$ cat src/rtl/instr_fetch_queue.sv
// ---------------------------------------------------------------------------
// instr_fetch_queue
//
// Fetch stage sitting directly behind the program counter. An accepted PC
// becomes a single-word read on the instruction memory req/ack interface.
// The returned word is buffered together with its PC in a small
// first-word-fall-through FIFO that feeds the decoder over valid/ready.
// At most one memory request is outstanding at any time.
//
// Optional feature (compile-time macro FETCH_PARITY_EN):
//   defined   - the top bit of each word is an even-parity bit over the
//               lower bits; a per-entry error flag is stored on push and
//               reported on instr_perr for the head entry.
//   undefined - no parity storage, instr_perr is tied to 0.
//
// Ports:
//   clk          clock, all state changes on the rising edge
//   reset        synchronous, active-low reset
//   pc_in        address to fetch
//   pc_valid     pc_in is valid this cycle
//   pc_ready     pc_in accepted this cycle (PC may advance)
//   mem_req      memory read request, held until mem_ack
//   mem_addr     memory read address, stable while mem_req is high
//   mem_ack      read data valid, completes the request
//   mem_rdata    read data
//   flush        discard buffered and in-flight fetches
//   instr_out    head-of-FIFO instruction word (0 while empty)
//   instr_pc     PC of instr_out (0 while empty)
//   instr_valid  FIFO is non-empty
//   instr_ready  decoder consumes the head entry when valid
//   fifo_count   number of occupied entries, 0..DEPTH
//   instr_perr   parity error flag of the head entry
// ---------------------------------------------------------------------------
module instr_fetch_queue #(
  parameter int ADDR_W = 8,
  parameter int DATA_W = 32,
  parameter int DEPTH  = 4,
  parameter int CNT_W  = 3
) (
  input  logic              clk,
  input  logic              reset,
  input  logic [ADDR_W-1:0] pc_in,
  input  logic              pc_valid,
  output logic              pc_ready,
  output logic              mem_req,
  output logic [ADDR_W-1:0] mem_addr,
  input  logic              mem_ack,
  input  logic [DATA_W-1:0] mem_rdata,
  input  logic              flush,
  output logic [DATA_W-1:0] instr_out,
  output logic [ADDR_W-1:0] instr_pc,
  output logic              instr_valid,
  input  logic              instr_ready,
  output logic [CNT_W-1:0]  fifo_count,
  output logic              instr_perr
);

  localparam int PTR_W = CNT_W - 1;

  typedef enum logic [1:0] {
    IDLE,
    WAIT_ACK,
    DROP
  } state_t;

  state_t state, next_state;

  logic [ADDR_W-1:0] addr_q [DEPTH];
  logic [DATA_W-1:0] data_q [DEPTH];
  logic [PTR_W-1:0]  wr_ptr, rd_ptr;
  logic [CNT_W-1:0]  count;
  logic              fifo_empty;
  logic              has_room;
  logic              push;
  logic              pop;

  assign fifo_empty = (count == '0);
  assign has_room   = (count < CNT_W'(DEPTH));

  // Only IDLE can issue, so the slot for the outstanding word is already
  // reserved by the room check and the later push can never overflow.
  // Gating with reset keeps the PC from advancing while reset is held.
  assign pc_ready = reset && (state == IDLE) && pc_valid && !flush && has_room;

  // A flush kills both a returning word and a simultaneous pop.
  assign push = (state == WAIT_ACK) && mem_ack && !flush;
  assign pop  = instr_ready && !fifo_empty && !flush;

  // The request stays up in both WAIT_ACK and DROP because an issued
  // read cannot be withdrawn; it only falls once the ack returns.
  assign mem_req = (state != IDLE);

  always_ff @(posedge clk) begin
    if (!reset) begin
      state <= IDLE;
    end else begin
      state <= next_state;
    end
  end

  always_comb begin
    next_state = state;
    case (state)
      IDLE: begin
        if (pc_ready) begin
          next_state = WAIT_ACK;
        end
      end
      WAIT_ACK: begin
        if (mem_ack) begin
          next_state = IDLE;
        end else if (flush) begin
          next_state = DROP;
        end
      end
      DROP: begin
        if (mem_ack) begin
          next_state = IDLE;
        end
      end
      default: next_state = IDLE;
    endcase
  end

  always_ff @(posedge clk) begin
    if (!reset) begin
      mem_addr <= '0;
    end else if (pc_ready) begin
      mem_addr <= pc_in;
    end
  end

  // Entry storage needs no reset: outputs are masked while the FIFO is empty.
  always_ff @(posedge clk) begin
    if (push) begin
      addr_q[wr_ptr] <= mem_addr;
      data_q[wr_ptr] <= mem_rdata;
    end
  end

  // Pointers wrap naturally because DEPTH is a power of two.
  always_ff @(posedge clk) begin
    if (!reset || flush) begin
      wr_ptr <= '0;
      rd_ptr <= '0;
      count  <= '0;
    end else begin
      if (push) begin
        wr_ptr <= wr_ptr + PTR_W'(1);
      end
      if (pop) begin
        rd_ptr <= rd_ptr + PTR_W'(1);
      end
      if (push && !pop) begin
        count <= count + CNT_W'(1);
      end else if (pop && !push) begin
        count <= count - CNT_W'(1);
      end
    end
  end

  assign instr_valid = !fifo_empty;
  assign fifo_count  = count;
  assign instr_out   = fifo_empty ? '0 : data_q[rd_ptr];
  assign instr_pc    = fifo_empty ? '0 : addr_q[rd_ptr];

`ifdef FETCH_PARITY_EN
  logic perr_q [DEPTH];

  // Even parity over the whole word: any odd number of ones is an error.
  always_ff @(posedge clk) begin
    if (push) begin
      perr_q[wr_ptr] <= ^mem_rdata;
    end
  end

  assign instr_perr = !fifo_empty && perr_q[rd_ptr];
`else
  assign instr_perr = 1'b0;
`endif

endmodule

$ cat config.mk
export PLATFORM = sky130hd
export DESIGN_NAME = instr_fetch_queue
export DESIGN_NICKNAME = d
export VERILOG_FILES = /design/src/rtl/instr_fetch_queue.sv
export SDC_FILE = /design/constraint.sdc
export NUM_CORES = 1
export LEC_CHECK = 0
export ABC_AREA = 1
export CAP_MARGIN = 20
export CORE_AREA = 2 2 119 121
export CTS_CLUSTER_DIAMETER = 80
export DETAILED_ROUTE_END_ITERATION = 16
export DIE_AREA = 0 0 121 123
export PLACE_DENSITY = 0.76
export RECOVER_POWER = 100
export SLEW_MARGIN = 10
export SYNTH_ARGS = -nofsm -noshare
export SYNTH_HDL_FRONTEND = slang
export SYNTH_SLANG_ARGS = --single-unit
export TNS_END_PERCENT = 50
$ cat constraint.sdc
create_clock -name clk -period 3.51 [get_ports clk]
set_input_delay 0.5265 -clock clk [delete_from_list [all_inputs] [get_ports clk]]
set_output_delay 0.5265 -clock clk [all_outputs]
set_load 0.005 [all_outputs]
==> results.md <==
- Crit-path leading delay family: buffers and inverters
- Minimum clock period: ~3.3 ns
- Final setup fails: 0
- Core area: ~14000 sq um
- Routed wire length per instance: 16.9 microns
- Ys flop type: edfxtp_1
- Sequential-to-total area share from yosys stat: 0.725
- Synthesized area: 7150 sq um
- HPWL after DPL: between 8000 and 9000 microns
- Hold-fix buffers, CTS: 0
- Commonest cells post-synth: nor2_1 (179), edfxtp_1 (160), o21ai_0 (69)
- Reg2Reg Setup Slack: approximately 1 ns
- CTS Root Cell: clkbuf_16
- Die Y: 123 microns
- DRT iter0 DRCs: 480
- Post-route setup TNS: 0 ns
- Top cells by area, synth: edfxtp_1 (67%), nor2_1 (9.4%), dfxtp_1 (5.3%), o21ai_0 (4.8%), a21oi_1 (3.4%)
- Worst Reg-to-Reg Cells: 4
- Critical path fanouts, max: 40
- Die width: ~120 microns
- TritonCTS Buffers: 17
- Routed WL: 15200 microns
- Via/cell ratio: 5.30
- Crit start category: flop
- Postcts setup bufs: 0
- Fin. Hold Viols: 0
- Starting Density: 0.525
- CTS tree: built
- Arrival @ worst endpoint: 2.74 ns
- Fin nets: about 760
- Syn_nets: around 660
- Worst IR Drop VDD: between 0.3 and 0.4 mV
- Vias in the first global route: 4556
- Power density over the cells: 508 nW/um^2
- Clock share of power: 0.458
- Sink Count: 179
- R2r startpoint: state[0]$_SDFFE_PN0P_
- Ports: 101
- Global-route wire length before repair: roughly 23000 microns
- Peak Freq: between 0.3 and 0.4 GHz
- Die area: 14900 sq um
- Setup crit end kind: primary output
- HP Class: flop to flop
- Yosys warnings: 0
- Flop and latch count out of synthesis: 179
- I/O Buffers: 99
- WS Path Type: flop to primary output
- Critical path buffer and inverter count: 2
- DRC: 0
- Internal: 3720 uW
- Slew headroom: 0.138
- Clk buf depth: 2
- Reg-to-Reg End: addr_q[2][4]$_DFFE_PP_
- Static Leak: 0.00327 uW
- MaxCap Viol Count: 0
- Global Route Usage Sum: 0.208
- Largest net degree at the start of global routing: 47
- Worst EP required: 2.98 ns
- Fin. max-slew vios: 0
- Skew-Pair Late Insertion Delay: 0.42 ns
- Hold Path Origin: rd_ptr[1]$_SDFFE_PP0P_
- Initial antenna violation count: 2
- Clk pin slew, worst setup/hold paths: 0.06 ns
- Slowest stage delay, CP: 0.68 ns
- Total congestion overflow: 0
- Clock skew: just over 0.005 ns
- Status: completed
- Critical path's slowest cell: dfxtp_1
- Cells after synthesis: a little over 600
- Syn avg cell area: 11.7 sq um
- RePlAce Congestion: 0.844
- Netlist cell types: 24
- Async set-reset flop share out of synthesis: 0
- RSZ-0062 raised after global routing: false
- Count leader, synth: nor2_1
- Crit-path cells: inv_2, nor2_1, o21ai_0, a21oi_1, dlygate4sd3_1
- Routed via count: 4761
- Switch share: 0.182
- Instance count on the critical path: 5
- Router iterations before antenna repair: 6
- Number of flops mapped to enable cells by yosys: 160
- Tcrit/Tclk final: 0.931
- Hold Path Depth: 2
- CTS H-Tree Depth: 4
- Share of cells above drive strength 1: 0.0781
- Slew of the pin with the lowest slew margin: 1.29 ns
- Final core utilization: 0.657
- Post_cts resized: 0
- ANT nets after route: 0
- Gate power share: 0.028
- Biggest area consumer among synthesized cells: edfxtp_1
- Area growth from synthesis to layout: 25.1%
- Row count: 43
- Critical Path End: instr_out[15]
- Reg power frac: 0.514
- Synth top area share: 0.672
- Switching pwr: 830 uW
power groups by stage:
stage	clock network [uW]	registers [uW]	logic, uW
6_report	2080	2340	128
5_1_grt	2190	2340	139
4_1_cts	2100	2340	142
3_5_place_dp	0	2380	139
3_3_place_gp	0	2380	134
2_1_floorplan	0	2380	40.4
sequential cells by signal, indices dropped and copies added (netlist names), named ones only:
signal / count
addr_q: 32
data_q: 128
fifo_count: 3
mem_addr: 8
rd_ptr: 2
state: 2
wr_ptr: 2
through the flow:
step	std cells	total power (uW)	hold slack (ns)	area (sq um)	worst slack, ns
3_3_place_gp	865	2520	0.472	8330	0.720
2_1_floorplan	610	2420	0.465	7150	0.575
5_1_grt	898	4660	0.541	8940	0.0901
6_report	899	4550	0.520	8950	0.241
4_1_cts	897	4580	0.515	8990	0.348
3_5_place_dp	865	2520	0.500	8330	0.654
area by class of cell:
| cell class | count | area, sq um |
|---|---|---|
| multi-input cells | 365 | 1670 |
| fillers | 981 | 4670 |
| clock inverters | 15 | 238 |
| diodes | 2 | 5.00 |
| flip-flops and latches | 179 | 5190 |
| repair buffers | 108 | 1070 |
| well taps | 180 | 225 |
| clock buffers | 17 | 425 |
| inverters | 33 | 126 |
routing by layer:
layer | GRT usage | wire [microns] | vias up
li1 | - | - | 2285
met1 | 0.266 | 6400 | 2312
met2 | 0.347 | 7650 | 150
met3 | 0.0554 | 928 | 14
met4 | 0.0712 | 180 | 0
met5 | 0 | 0 | -
worst min-delay path by stage:
stage	slack, ns	endpoint
6_report	0.52	rd_ptr[1]$_SDFFE_PP0P_
2_1_floorplan	0.47	flop
3_3_place_gp	0.47	flop
5_1_grt	0.54	rd_ptr[1]$_SDFFE_PP0P_
4_1_cts	0.51	flop
3_5_place_dp	0.50	flop
worst reg2reg max path, cell delays in order (launching register included):
cell and delay, ns:
dfxtp_1 0.44, nand4_1 0.14, clkbuf_1 0.25, nor2_1 1.02, buf_12 0.31
cell families (layout without fill, tap and decap cells):
logic type / after synthesis / in the layout / synth area share
AOI/OAI and AO/OA: 132 / 132 / 0.0929
adders and majority gates: 6 / 6 / 0.0116
buffers and inverters: 66 / 173 / 0.0436
DFF: 179 / 179 / 0.725
other: 1 / 3 / 0.000525
and+or+nand+nor: 226 / 226 / 0.126
placed cells by master (no fill, tap or decap), types with 8 or more instances in the layout:
cell               n
edfxtp_1         160
dlygate4sd3_1     78
inv_1             29
dfxtp_1           18
nand2_1           30
clkbuf_16         17
o21ai_0           69
nor2_1           177
a21oi_1           48
nor2_2             8
o21ai_1           14
clkdlybuf4s50_1   21
Power figures use the tool's default switching activity.
